File: config.mk
export PLATFORM = sky130hd
export DESIGN_NAME = uart_mmio_port
export DESIGN_NICKNAME = d
export VERILOG_FILES = /design/src/rtl/uart_pkg.sv /design/src/rtl/uart_rx_fifo.sv /design/src/rtl/uart_mmio_port.sv
export SDC_FILE = /design/constraint.sdc
export NUM_CORES = 1
export LEC_CHECK = 0
export BUFFER_PORTS_ARGS = -buffer_cell sky130_fd_sc_hd__buf_2
export CORE_MARGIN = 4
export CORE_UTILIZATION = 35
export CTS_BUF_LIST = sky130_fd_sc_hd__clkbuf_4
export DETAILED_ROUTE_END_ITERATION = 6
export GPL_TIMING_DRIVEN = 0
export PLACE_DENSITY = 0.62
export SLEW_MARGIN = 20
export SYNTH_ARGS = -nofsm -noshare
export SYNTH_HDL_FRONTEND = slang
export SYNTH_SLANG_ARGS = --single-unit
export TNS_END_PERCENT = 10
File: constraint.sdc
create_clock -name clk -period 4.93 [get_ports clk]
set_clock_uncertainty 0.15 [all_clocks]
set_input_delay 0.986 -clock clk [delete_from_list [all_inputs] [get_ports clk]]
set_output_delay 0.986 -clock clk [all_outputs]
set_load 0.01 [all_outputs]
File: src/rtl/uart_pkg.sv
// Register map, status/control bit positions and FSM encodings for the MMIO UART.
package uart_pkg;

  localparam logic [1:0] ADDR_RXDATA = 2'd0;
  localparam logic [1:0] ADDR_TXDATA = 2'd1;
  localparam logic [1:0] ADDR_STATUS = 2'd2;
  localparam logic [1:0] ADDR_CTRL   = 2'd3;

  localparam int ST_RX_NONEMPTY = 0;
  localparam int ST_TX_BUSY     = 1;
  localparam int ST_TX_FULL     = 2;
  localparam int ST_OVERRUN     = 3;
  localparam int ST_FRAME_ERR   = 4;

  localparam int CTRL_CLR_OVR   = 0;
  localparam int CTRL_CLR_FERR  = 1;
  localparam int CTRL_FLUSH     = 2;

  localparam logic [1:0] S_IDLE  = 2'd0;
  localparam logic [1:0] S_START = 2'd1;
  localparam logic [1:0] S_DATA  = 2'd2;
  localparam logic [1:0] S_STOP  = 2'd3;

  // Occupancy field in STATUS is 8 bits wide; deeper FIFOs pin at 255.
  function automatic logic [7:0] sat8(input logic [31:0] v);
    return (v > 32'd255) ? 8'hFF : v[7:0];
  endfunction

endpackage

File: src/rtl/uart_rx_fifo.sv
// Synchronous byte FIFO: push/pop in the same cycle both take effect, flush wins over both.
// Pop on empty is ignored; push on full is refused unless a pop frees a slot that cycle.
module uart_rx_fifo #(
  parameter int DEPTH = 16,
  parameter int AW    = $clog2(DEPTH)
) (
  input  logic          clk,
  input  logic          reset,
  input  logic          push,
  input  logic [7:0]    push_dat,
  input  logic          pop,
  input  logic          flush,
  output logic [7:0]    pop_dat,
  output logic          full,
  output logic          empty,
  output logic [AW:0]   count
);

  localparam logic [AW-1:0] PTR_ONE = 1;
  localparam logic [AW:0]   CNT_ONE = 1;
  localparam logic [AW:0]   CNT_MAX = (AW+1)'(DEPTH);

  logic [7:0]    mem [DEPTH];
  logic [AW-1:0] wr_ptr;
  logic [AW-1:0] rd_ptr;
  logic          do_push;
  logic          do_pop;

  assign empty   = (count == '0);
  assign full    = (count == CNT_MAX);
  assign do_pop  = pop & ~empty;
  assign do_push = push & (~full | do_pop);
  assign pop_dat = mem[rd_ptr];

  always_ff @(posedge clk) begin
    if (do_push) mem[wr_ptr] <= push_dat;
  end

  always_ff @(posedge clk or negedge reset) begin
    if (!reset) begin
      wr_ptr <= '0;
      rd_ptr <= '0;
      count  <= '0;
    end else if (flush) begin
      wr_ptr <= '0;
      rd_ptr <= '0;
      count  <= '0;
    end else begin
      if (do_push) wr_ptr <= wr_ptr + PTR_ONE;
      if (do_pop)  rd_ptr <= rd_ptr + PTR_ONE;
      case ({do_push, do_pop})
        2'b10:   count <= count + CNT_ONE;
        2'b01:   count <= count - CNT_ONE;
        default: count <= count;
      endcase
    end
  end

endmodule

File: src/rtl/uart_mmio_port.sv
// 8N1 UART behind a 4-word MMIO window: RX FIFO, single TX holding register, sticky errors.
// Reads return one cycle after the strobe's rising edge; TX writes to a full holding register are dropped.
module uart_mmio_port
  import uart_pkg::*;
#(
  parameter int CLK_HZ     = 27000000,
  parameter int BAUD       = 115200,
  parameter int FIFO_DEPTH = 16
) (
  input  logic        clk,
  input  logic        reset,
  input  logic        ren,
  input  logic        wen,
  input  logic [1:0]  address,
  input  logic [31:0] data_in,
  input  logic [3:0]  byte_select,
  output logic [31:0] data_out,
  input  logic        uart_rx,
  output logic        uart_tx,
  output logic        rx_irq
);

  localparam int DIV = CLK_HZ / BAUD;
  localparam int CW  = $clog2(DIV + 1);
  localparam int AW  = $clog2(FIFO_DEPTH);
  localparam logic [CW-1:0] DIV_M1  = CW'(DIV - 1);
  localparam logic [CW-1:0] HALF    = CW'(DIV / 2);
  localparam logic [CW-1:0] CNT_ONE = 1;

  logic        ren_q, wen_q;
  logic        rd_fire, wr_fire, ctrl_wr;
  logic        fifo_pop, fifo_full, fifo_empty, fifo_flush;
  logic [7:0]  fifo_dat;
  logic [AW:0] fifo_count;
  logic [31:0] status_w;
  logic        overrun, frame_err, overrun_set;

  logic [1:0]    tx_state;
  logic [CW-1:0] tx_cnt;
  logic [2:0]    tx_bit;
  logic [7:0]    tx_shift;
  logic [7:0]    thr;
  logic          thr_vld;
  logic          tx_load;

  logic          rx_s1, rx_s2, rx_prev;
  logic [1:0]    rx_state;
  logic [CW-1:0] rx_cnt;
  logic [2:0]    rx_bit;
  logic [7:0]    rx_shift;
  logic          rx_push, frame_set;

  logic unused_bits;
  assign unused_bits = ^{data_in[31:8], byte_select[3:1]};

  assign rd_fire     = ren & ~ren_q;
  assign wr_fire     = wen & ~wen_q & byte_select[0];
  assign ctrl_wr     = wr_fire && (address == ADDR_CTRL);
  assign fifo_flush  = ctrl_wr & data_in[CTRL_FLUSH];
  assign fifo_pop    = rd_fire && (address == ADDR_RXDATA) && !fifo_empty;
  assign tx_load     = wr_fire && (address == ADDR_TXDATA) && !thr_vld;
  assign overrun_set = rx_push & fifo_full & ~fifo_pop;
  assign rx_irq      = ~fifo_empty;

  uart_rx_fifo #(.DEPTH(FIFO_DEPTH)) u_fifo (
    .clk      (clk),
    .reset    (reset),
    .push     (rx_push),
    .push_dat (rx_shift),
    .pop      (fifo_pop),
    .flush    (fifo_flush),
    .pop_dat  (fifo_dat),
    .full     (fifo_full),
    .empty    (fifo_empty),
    .count    (fifo_count)
  );

  always_comb begin
    status_w                 = '0;
    status_w[15:8]           = sat8(32'(fifo_count));
    status_w[ST_FRAME_ERR]   = frame_err;
    status_w[ST_OVERRUN]     = overrun;
    status_w[ST_TX_FULL]     = thr_vld;
    status_w[ST_TX_BUSY]     = (tx_state != S_IDLE);
    status_w[ST_RX_NONEMPTY] = ~fifo_empty;
  end

  always_ff @(posedge clk or negedge reset) begin
    if (!reset) begin
      ren_q     <= 1'b0;
      wen_q     <= 1'b0;
      data_out  <= '0;
      overrun   <= 1'b0;
      frame_err <= 1'b0;
    end else begin
      ren_q <= ren;
      wen_q <= wen;
      if (rd_fire) begin
        case (address)
          ADDR_RXDATA: data_out <= fifo_empty ? 32'd0 : {23'd0, 1'b1, fifo_dat};
          ADDR_STATUS: data_out <= status_w;
          default:     data_out <= '0;
        endcase
      end
      // A flag raised in the same cycle as its clear survives.
      overrun   <= overrun_set | (overrun & ~(ctrl_wr & data_in[CTRL_CLR_OVR]));
      frame_err <= frame_set | (frame_err & ~(ctrl_wr & data_in[CTRL_CLR_FERR]));
    end
  end

  always_ff @(posedge clk or negedge reset) begin
    if (!reset) begin
      tx_state <= S_IDLE;
      tx_cnt   <= '0;
      tx_bit   <= '0;
      tx_shift <= '0;
      thr      <= '0;
      thr_vld  <= 1'b0;
      uart_tx  <= 1'b1;
    end else begin
      case (tx_state)
        S_IDLE: begin
          if (thr_vld) begin
            tx_shift <= thr;
            thr_vld  <= 1'b0;
            tx_cnt   <= '0;
            tx_state <= S_START;
            uart_tx  <= 1'b0;
          end
        end
        S_START: begin
          if (tx_cnt == DIV_M1) begin
            tx_cnt   <= '0;
            tx_bit   <= '0;
            tx_state <= S_DATA;
            uart_tx  <= tx_shift[0];
          end else tx_cnt <= tx_cnt + CNT_ONE;
        end
        S_DATA: begin
          if (tx_cnt == DIV_M1) begin
            tx_cnt <= '0;
            if (tx_bit == 3'd7) begin
              tx_state <= S_STOP;
              uart_tx  <= 1'b1;
            end else begin
              tx_bit   <= tx_bit + 3'd1;
              tx_shift <= {1'b0, tx_shift[7:1]};
              uart_tx  <= tx_shift[1];
            end
          end else tx_cnt <= tx_cnt + CNT_ONE;
        end
        default: begin
          if (tx_cnt == DIV_M1) begin
            tx_cnt   <= '0;
            tx_state <= S_IDLE;
          end else tx_cnt <= tx_cnt + CNT_ONE;
        end
      endcase
      if (tx_load) begin
        thr     <= data_in[7:0];
        thr_vld <= 1'b1;
      end
    end
  end

  always_ff @(posedge clk or negedge reset) begin
    if (!reset) begin
      rx_s1     <= 1'b1;
      rx_s2     <= 1'b1;
      rx_prev   <= 1'b1;
      rx_state  <= S_IDLE;
      rx_cnt    <= '0;
      rx_bit    <= '0;
      rx_shift  <= '0;
      rx_push   <= 1'b0;
      frame_set <= 1'b0;
    end else begin
      rx_s1     <= uart_rx;
      rx_s2     <= rx_s1;
      rx_prev   <= rx_s2;
      rx_push   <= 1'b0;
      frame_set <= 1'b0;
      case (rx_state)
        S_IDLE: begin
          if (rx_prev && !rx_s2) begin
            rx_cnt   <= '0;
            rx_state <= S_START;
          end
        end
        S_START: begin
          // Mid-bit check rejects glitches shorter than half a bit.
          if (rx_cnt == HALF) begin
            rx_cnt   <= '0;
            rx_bit   <= '0;
            rx_state <= rx_s2 ? S_IDLE : S_DATA;
          end else rx_cnt <= rx_cnt + CNT_ONE;
        end
        S_DATA: begin
          if (rx_cnt == DIV_M1) begin
            rx_cnt   <= '0;
            rx_shift <= {rx_s2, rx_shift[7:1]};
            if (rx_bit == 3'd7) rx_state <= S_STOP;
            else rx_bit <= rx_bit + 3'd1;
          end else rx_cnt <= rx_cnt + CNT_ONE;
        end
        default: begin
          if (rx_cnt == DIV_M1) begin
            rx_cnt    <= '0;
            rx_state  <= S_IDLE;
            rx_push   <= rx_s2;
            frame_set <= ~rx_s2;
          end else rx_cnt <= rx_cnt + CNT_ONE;
        end
      endcase
    end
  end

endmodule

=== Yosys cells after proc, flatten, opt, wreduce, memory -nomap -nowiden ===
Memory sizes are Yosys's and may differ from the RTL's.
Index checks and enable logic that the tools add are counted.

* Flip-flop bits (word level): 106
* Bits in latches: 0
* RAM bits: 128
* Bits in read-only memories: 0
* Input bits: 43
* Output and inout bits: 34
* Word-level logic and storage cells: 166
* Memories kept: 1

* Add/subtract/negate cells: 8
* Multiply operators: 0
* Divide/modulo/power cells: 0
* Magnitude comparators: 0
* Eq/ne operators: 25
* Shift-type cells: 0
* Multiplexer cells: 53
* Bitwise logic cells: 23
* Reduce and logical (&&, ||, !) cells: 32

{| class="wikitable"
|+ Memory list
! memory !! depth !! bits a word !! rd ports !! clocked after memory_dff !! wr ports !! RTL line !! RTL
|-
| u_fifo.mem || 16 || 8 || 1 || 0 || 1 || uart_rx_fifo.sv:23 || <nowiki>logic [7:0] mem [DEPTH];</nowiki>
|}

{| class="wikitable"
|+ Operator list
! cell !! number
|-
| $mux W8 || 9
|-
| $pmux W8 S2 || 2
|-
| $pmux W13 S2 || 1
|-
| $mux W2 || 11
|-
| $ne A2 B2 Y1 const B || 10
|-
| $mux W3 || 6
|-
| $add A8 B1 Y8 const B || 2
|-
| $eq A8 B8 Y1 const B || 2
|-
| $mux W4 || 4
|-
| $reduce_and A4 Y1 || 4
|-
| $reduce_bool A2 Y1 || 8
|-
| $and A1 B1 Y1 || 12
|-
| $mux W1 || 12
|-
| $pmux W2 S3 || 2
|-
| $pmux W3 S2 || 2
|-
| $eq A2 B2 Y1 const B || 5
|-
| $pmux W5 S2 || 1
|-
| $reduce_and A5 Y1 || 2
|-
| $mux W9 || 1
|-
| $reduce_bool A3 Y1 || 3
|-
| $add A4 B1 Y4 const B || 2
|-
| $eq A2 B1 Y1 const B || 4
|-
| $eq A8 B7 Y1 const B || 1
|-
| $not A1 Y1 || 8
|-
| other kinds (14) || 27
|}

=== Longest topological paths before layout ===
Gate-level depths: netlist of run 1.

* Depth in word-level cells: 10
* Mapped depth: 9
* Depth with buffers taken out: 8

=== Cells and area by module ===
From an unflattened synthesis of run 1, not the netlist that was laid out.

* Cell total of the unflattened synthesis: 667
* Area total of the unflattened synthesis: 9509.1 um2

{| class="wikitable"
|+ Modules (own cells, without submodules)
! module !! instances !! cells each !! area an instance (um2) !! sequential area each (um2)
|-
| uart_rx_fifo || 1 || 316 || 5819.3 || 4169.0
|-
| uart_mmio_port || 1 || 351 || 3689.8 || 1856.8
|}

=== Least setup slack after synthesis of run 1 ===
No wires, ideal clock.

* Path kind: input-to-reg
* From: in address[1]
* To: reg u_fifo.count[4]
* Library setup time: 0.082 ns
* Data arrival time: 3.255 ns
* Data required time: 4.698 ns
* Slack: 1.443 ns
* Stages: 8
* Buffers on the path: 1
* Cell sequence: buf_2 or4b_4 a211oi_2 ha_1 nor2b_1 o22a_1 or4_1 a31oi_1

* Longest elaborated chain between the ends: 9
* Elaborated cells between the ends (all ways): 14
* Those cells by class: eq/ne (3); mux (2); bitwise (4); reduce/logical (5)

{| class="wikitable"
|+ RTL lines
! item !! RTL line !! RTL
|-
| start: declaration || uart_mmio_port.sv:14 || <nowiki>input logic [1:0] address,</nowiki>
|-
| $logic_not A2 Y1 || uart_mmio_port.sv:60 || <nowiki>assign fifo_pop = rd_fire && (address == ADDR_RXDATA) && !fifo_empty;</nowiki>
|-
| $logic_and A1 B1 Y1 (2 in a row) || uart_mmio_port.sv:60 ||
|-
| $and A1 B1 Y1 || uart_rx_fifo.sv:31 || <nowiki>assign do_pop = pop & ~empty;</nowiki>
|-
| $or A1 B1 Y1 || uart_rx_fifo.sv:32 || <nowiki>assign do_push = push & (~full | do_pop);</nowiki>
|-
| $and A1 B1 Y1 || uart_rx_fifo.sv:32 ||
|-
| $eq A2 B1 Y1 or $eq A2 B2 Y1 (tied branches) || uart_rx_fifo.sv:51 || <nowiki>case ({do_push, do_pop})</nowiki>
|-
| $pmux W5 S2 || uart_rx_fifo.sv:51 ||
|-
| $mux W5 || uart_rx_fifo.sv:44 || <nowiki>end else if (flush) begin</nowiki>
|-
| end signal: assignment || uart_rx_fifo.sv:52 || <nowiki>2'b10: count <= count + CNT_ONE;</nowiki>
|-
| end signal: assignment || uart_rx_fifo.sv:53 || <nowiki>2'b01: count <= count - CNT_ONE;</nowiki>
|-
| end signal: assignment || uart_rx_fifo.sv:54 || <nowiki>default: count <= count;</nowiki>
|-
| end: declaration || uart_rx_fifo.sv:16 || <nowiki>output logic [AW:0] count</nowiki>
|}

Parallel ways exist; a longest one is shown, timed or not.
A chain may end at the register's enable or synchronous reset.

=== Final worst setup path of run 1 ===
* From: reg u_fifo.count[1]
* To: out rx_irq

* Longest elaborated chain between the ends: 2

{| class="wikitable"
|+ RTL lines
! item !! RTL line !! RTL
|-
| $logic_not A5 Y1 || uart_rx_fifo.sv:29 || <nowiki>assign empty = (count == '0);</nowiki>
|-
| $not A1 Y1 || uart_mmio_port.sv:63 || <nowiki>assign rx_irq = ~fifo_empty;</nowiki>
|-
| end: declaration || uart_mmio_port.sv:20 || <nowiki>output logic rx_irq</nowiki>
|}

Every way passes these cells.

==> results.ini, run 1 <==
[floorplan]
core.rowCount=60
die_h_um=172.7
die_area_sq_um=29830
fp.coreArea_sq_um=26800
ios=77
fp.dieW_um=172.7
initial_core_util_pct=35.43

[grt]
overflow=0
grt_use_total_pct=12.55
antenna_found_initial=0
grt_pass1_vias=5658
grt_first_pass_wirelength_um=30430
grt_max_degree=67

[clocking]
clk_path_buf_depth=3
cts_tree=built
cts.sinks=215
clock-root-buffer=clkbuf_4
cts_buffers=56
cts.clk_slew.worst_paths_ns=0.06
cts-htree-levels=2
worstSkewPairLatency_ns=0.69

[placement]
portBuffers=29
hpwl_um=12570
gp_congestion=0.7408

[synthesis]
synth_top_cell_area_share_pct=40.47
yosysWarnings=0
async_flop_share_pct=40.47
ys.flop_type=edfxtp_1
synth_cell_types=64
netlist_instances=631
synth_area_per_cell_sq_um=15.05
syn_area_sq_um=9497
synth_seq_cells=215
seq_area_frac_synth_pct=63.45
yosysTopAreaCell=edfxtp_1
ys_top_cells_by_area=edfxtp_1 40%, dfrtp_1 22%, mux4_2 7.6%
synth_edf_count=128

[setup_path]
critPathSlowestCell=nor4_4
path_max_fanout=9
cp_data_required_time_ns=3.79
critical_path_buf_inv_count=1
cpLargestDelayFamily=simple AND/OR/NAND/NOR gates
worstSetupPathType=register to primary output
cp.arrival_ns=2.20
worstPathCellList=nor4_4 > nand2_1 > buf_2
max_stage_delay_ns=0.66
end_kind=primary output
startpoint_type=register

[routing]
ant_nets=0
drt_wl_total_um=18670
vias=5538
avgViaCountPerCell=4.923
wl_per_cell_um=16.59
dr.pass1.iters=6
initialDrtViolationCount=314
drc=0

[power_and_ir_drop]
leakage_nw=4.683
pwr_density_cell_nw_per_um2=393.4
peakVddDrop_uv=247.2

[layout]
layout_commonest_cell=edfxtp_1
n_antenna_cell=0
mostFrequentLayoutCells=128 x edfxtp_1, 93 x clkbuf_4, 83 x dfrtp_1, 43 x nand2_1
syn_to_final_growth_pct=15.40
final_util_pct=40.89
fin_nets=802
drive_above_1_share_pct=30.61

[sta]
max_freq_ghz=0.2996
fin_tns_setup_ns=0
setup_viol=0
fin_crit_sh_pct=67.70
hold_violations=0
tightest_slew_ns=0.9777
rsz0062_at_grt=false
min_period_ns=3.338
relSlewSlack_pct=34.82
maxSlewViolCount=0

[run]
maxCapViolCount=0

[status]
status=finished, final reports clean

[worst_hold_path]
hold_path.class=register to register

state kept, by name, summed over array words and instances (netlist names), 2 cells and up:
signal,flops
rx_cnt,8
u_fifo.rd_ptr,4
thr,8
data_out,13
rx_state,2
u_fifo.count,5
tx_state,2
u_fifo.wr_ptr,4
rx_bit,3
tx_shift,8
u_fifo.mem,128
tx_cnt,8
tx_bit,3
rx_shift,8
synth_stat cells (4+ instances only):
master,n
edfxtp_1,128
dfrtp_1,83
nand2_1,43
mux2_2,35
mux4_2,32
mux2i_1,27
inv_1,24
nor2_1,21
buf_4,20
ha_1,20
o21ai_0,18
a21oi_1,14
and2_1,14
nand3_1,12
clkbuf_1,10
a22o_1,9
xnor2_1,8
and3_1,7
buf_2,7
nor2b_1,6
nand2b_1,5
nand4_1,5
o221ai_1,5
o22ai_1,5
a21o_1,4
a221o_1,4
a22oi_1,4
dfstp_2,4
stage by stage:
step	hold WS (ns)	cell area, sq um	instances	power [mW]	setup WS [ns]
floorplan	0.1952	9564	649	2.555	1.443
global placement	0.1969	10140	1019	2.727	1.255
detailed placement	0.1973	10170	1020	2.743	1.202
CTS	0.1788	10950	1125	4.379	1.496
global route	0.1851	10960	1125	4.566	1.408
finish	0.2115	10960	1125	4.311	1.592
power breakdown:
group / switching [mW] / internal, mW / total (mW)
Combinational: 0.340 / 0.264 / 0.604
Sequential: 0.112 / 1.98 / 2.09
Clock: 0.715 / 0.898 / 1.61
per-layer routing:
metal	global-route usage, %	vias to the layer above	part of all wire [%]
met5	0	-	0
met4	4.257	0	1.7
met3	3.105	27	3.9
met2	20.31	93	48
met1	16.68	2801	46
li1	-	2617	-
cell type report:
class / count / area, sq um
fill: 2479 / 15840
sequential: 215 / 6026
multi-input combinational: 370 / 3224
clock buffer: 93 / 698.2
tap: 341 / 426.7
buffer: 40 / 234.0
timing repair buffer: 31 / 188.9
inverter: 24 / 90.09
clock inverter: 11 / 71.32
worst reg2reg max path, cell delays in order, from the launching register on:
cell and delay (ns):
dfrtp_1 0.46, nor4_4 0.66, a211oi_2 0.24, ha_1 0.26, or2_2 0.31, o22a_1 0.20, or4_1 0.42, a31oi_1 0.18
timing repair:
action                                  in CTS  in global routing
endpoints found under the setup margin       0                  0
hold buffers                                 1                  0
resized for setup                            0                  0
endpoints found under the hold margin       15                  0
setup buffers                                0                  0
kinds of logic (layout without fill, tap and decap cells):
| kind of cell | count (synthesis) | count (layout) | share of synthesized area [%] |
|---|---|---|---|
| flip-flops | 215 | 215 | 63.45 |
| AND/OR/NAND/NOR | 138 | 138 | 8.024 |
| multiplexers | 94 | 94 | 14.58 |
| AO/OA/AOI/OAI | 88 | 88 | 6.719 |
| buffers and inverters | 64 | 199 | 3.412 |
| adder cells (fa/ha/maj) | 21 | 21 | 2.846 |
| XOR/XNOR | 10 | 10 | 0.9223 |
| other | 1 | 19 | 0.03949 |
final timing paths:
path / slack (ns) / from / cells after the start / endpoint
max: 1.59 / u_fifo.count[1] / 3 / rx_irq
min: 0.21 / rx_s1 / 0 / rx_s2
max reg2reg: 1.99 / u_fifo.count[1] / 7 / u_fifo.count[4]
min reg2reg: 0.21 / rx_s1 / 0 / rx_s2
max in group asynchronous: 3.41 / reset / 3 / uart_tx
min in group asynchronous: 0.62 / reset / 2 / rx_bit[2]
Power figures use the tool's default switching activity.
==> run 2: changes to the inputs <==
PLACE_DENSITY = 0.64   (was 0.62)
clock period = 2.9 ns   (was 4.93 ns; I/O delays follow)
==> run 2 against run 1 <==
  * Sequential power grew 70%
  * Global-route usage grew 0.12 points
  * Setup slack lost 1.4 ns
  * Critical path type is now register to register
  * Clock power grew 59%
  * Highest routed layer unchanged
  * Die area is the same
==> results.ini, run 2 (synthesis results as in run 1) <==
[status]
status=finished, final reports clean  ; unchanged

[layout]
layout_commonest_cell=edfxtp_1  ; unchanged
n_antenna_cell=0  ; unchanged
largest_reg_flops=128  ; unchanged
mostFrequentLayoutCells=128 x edfxtp_1, 86 x clkbuf_4, 83 x dfrtp_1, 43 x nand2_1, 35 x mux2_2  ; was 128 x edfxtp_1, 93 x clkbuf_4, 83 x dfrtp_1, 43 x nand2_1
drive_above_1_share_pct=30.15  ; was 30.61%
design_area_sq_um=11070  ; was 10,960 sq um
top_register=u_fifo.mem  ; unchanged
syn_to_final_growth_pct=16.52  ; was 15.40%
top_regs=u_fifo.mem x128, data_out x13  ; unchanged
final_cells=1137  ; was 1,125
fin_nets=815  ; was 802

[run]
maxCapViolCount=0  ; unchanged

[setup_path]
critPathCapture=u_fifo.count[4]  ; was rx_irq
path_max_fanout=5  ; was 9
rr_startpoint=ren_q  ; was u_fifo.count[1]
critPathSlowestCell=or4b_4  ; was nor4_4
worstPathCellList=or4b_4 > a211oi_4 > inv_1 > fa_1 > nor2b_1 > o22a_1 > o221ai_1 > a31oi_1  ; was nor4_4 > nand2_1 > buf_2
reg2reg_depth=8  ; was 7
startpoint_type=register  ; unchanged
cp_data_required_time_ns=3.35  ; was 3.79 ns
end_kind=register  ; was primary output
max_stage_delay_ns=0.56  ; was 0.66 ns
rrSetupSlack_ns=0.16  ; was 1.99 ns
crit_start=ren_q  ; was u_fifo.count[1]
r2r-end=u_fifo.count[4]  ; unchanged
worstSetupPathType=register to register  ; was register to primary output
cp.arrival_ns=3.19  ; was 2.20 ns

[sta]
maxSlewViolCount=0  ; unchanged
hold_violations=0  ; unchanged
rsz0062_at_grt=true  ; was false
relSlewSlack_pct=39.96  ; was 34.82%
tightest_slew_ns=0.9007  ; was 0.9777 ns
min_period_ns=2.742
max_freq_ghz=0.3647
setup_viol=0  ; unchanged
fin_tns_setup_ns=0  ; unchanged
fin_crit_sh_pct=94.56

[floorplan]
fp.dieW_um=172.7  ; unchanged
fp.coreArea_sq_um=26800  ; unchanged
core.rowCount=60  ; unchanged
ios=77  ; unchanged
die_area_sq_um=29830  ; unchanged
die_h_um=172.7  ; unchanged
initial_core_util_pct=35.43  ; unchanged

[routing]
initialDrtViolationCount=415  ; was 314
dr.pass1.iters=5  ; was 6
drt_wl_total_um=18930  ; was 18,670 um
vias=5669  ; was 5,538
drc=0  ; unchanged
wl_per_cell_um=16.65  ; was 16.59 um
avgViaCountPerCell=4.986  ; was 4.923
ant_nets=0  ; unchanged

[placement]
postPlaceCellArea_sq_um=10200  ; was 10,170 sq um
dp_cells=1020  ; unchanged
hpwl_um=12660  ; was 12,570 um
gp_congestion=0.7627  ; was 0.7408
portBuffers=29  ; unchanged

[power_and_ir_drop]
pwr_density_cell_nw_per_um2=652.1  ; was 393.4 nW/um^2
peakVddDrop_uv=265.1  ; was 247.2 uV
leakage_nw=4.708  ; was 4.683 nW
power.total_mw=7.216  ; was 4.311 mW

[clocking]
clock-root-buffer=clkbuf_4  ; unchanged
cts.clk_slew.worst_paths_ns=0.07  ; was 0.06 ns
clk_path_buf_depth=3  ; unchanged
cts.sinks=215  ; unchanged
cts_buffers=55  ; was 56
cts_tree=built  ; unchanged
cts-htree-levels=2  ; unchanged
worstSkewPairLatency_ns=0.68  ; was 0.69 ns

[worst_hold_path]
hold_path.class=primary input to register  ; was register to register

[grt]
grt_pass1_vias=5779  ; was 5,658
grt_max_degree=66  ; was 67
grt_use_total_pct=12.66  ; was 12.55%
antenna_found_initial=0  ; unchanged
overflow=0  ; unchanged
grt_first_pass_wirelength_um=30840  ; was 30,430 um

-- run 2: layer usage --
| metal | part of all wire (%) | track usage (%) |
|---|---|---|
| met1 | 45 | 16.93 |
| met5 | 0 | 0 |
| met2 | 49 | 20.49 |
| met4 | 1.6 | 4.124 |
| met3 | 5.0 | 3.126 |
-- run 2: stage by stage --
step	hold slack [ns]	worst slack [ns]	util (%)
after CTS	0.06515	0.02175	41.24
final	0.1259	0.1578	41.29
after global placement	0.1968	-0.2747	37.90
after global routing	0.1048	-0.004213	41.29
after detailed placement	0.1968	-0.2869	38.05
after floorplan	0.1344	0.0001568	-
-- run 2: critical path: cells and delay by family (launching register included) --
family | cells | cell delay (ns)
buffers and inverters | 1 | 0.09
adders and majority gates | 1 | 0.42
DFF | 1 | 0.41
AOI/OAI and AO/OA | 4 | 0.86
and+or+nand+nor | 2 | 0.73
-- run 2: worst min path at each step --
stage	start	to	cells past startpoint
floorplan	reset	data_out[0]	0
global placement	rx_s1	rx_s2	0
detailed placement	rx_s1	rx_s2	0
CTS	address[1]	data_out[0]	3
global route	address[1]	data_out[0]	3
finish	address[1]	data_out[0]	3
-- run 2: area by class of cell --
cell class / count / area (sq um)
plain buffers: 40 / 236.5
clock buffers: 86 / 645.6
clock inverters: 16 / 65.06
fillers: 2433 / 15740
inverters: 24 / 90.09
multi-input cells: 370 / 3252
flip-flops and latches: 215 / 6026
well taps: 341 / 426.7
repair buffers: 45 / 324.1
-- run 2: what timing repair did --
item	CTS	global route
buffers inserted	2	0
pin swaps	1	0
hold buffers	13	0
endpoints found under the hold margin	98	0
setup endpoints to repair	1	25
resized for setup	0	4
-- run 2: where the power goes --
| group | switching, mW | total (mW) | internal (mW) |
|---|---|---|---|
| sequential | 0.197 | 3.56 | 3.37 |
| clock | 1.21 | 2.56 | 1.35 |
| combinational | 0.597 | 1.09 | 0.497 |
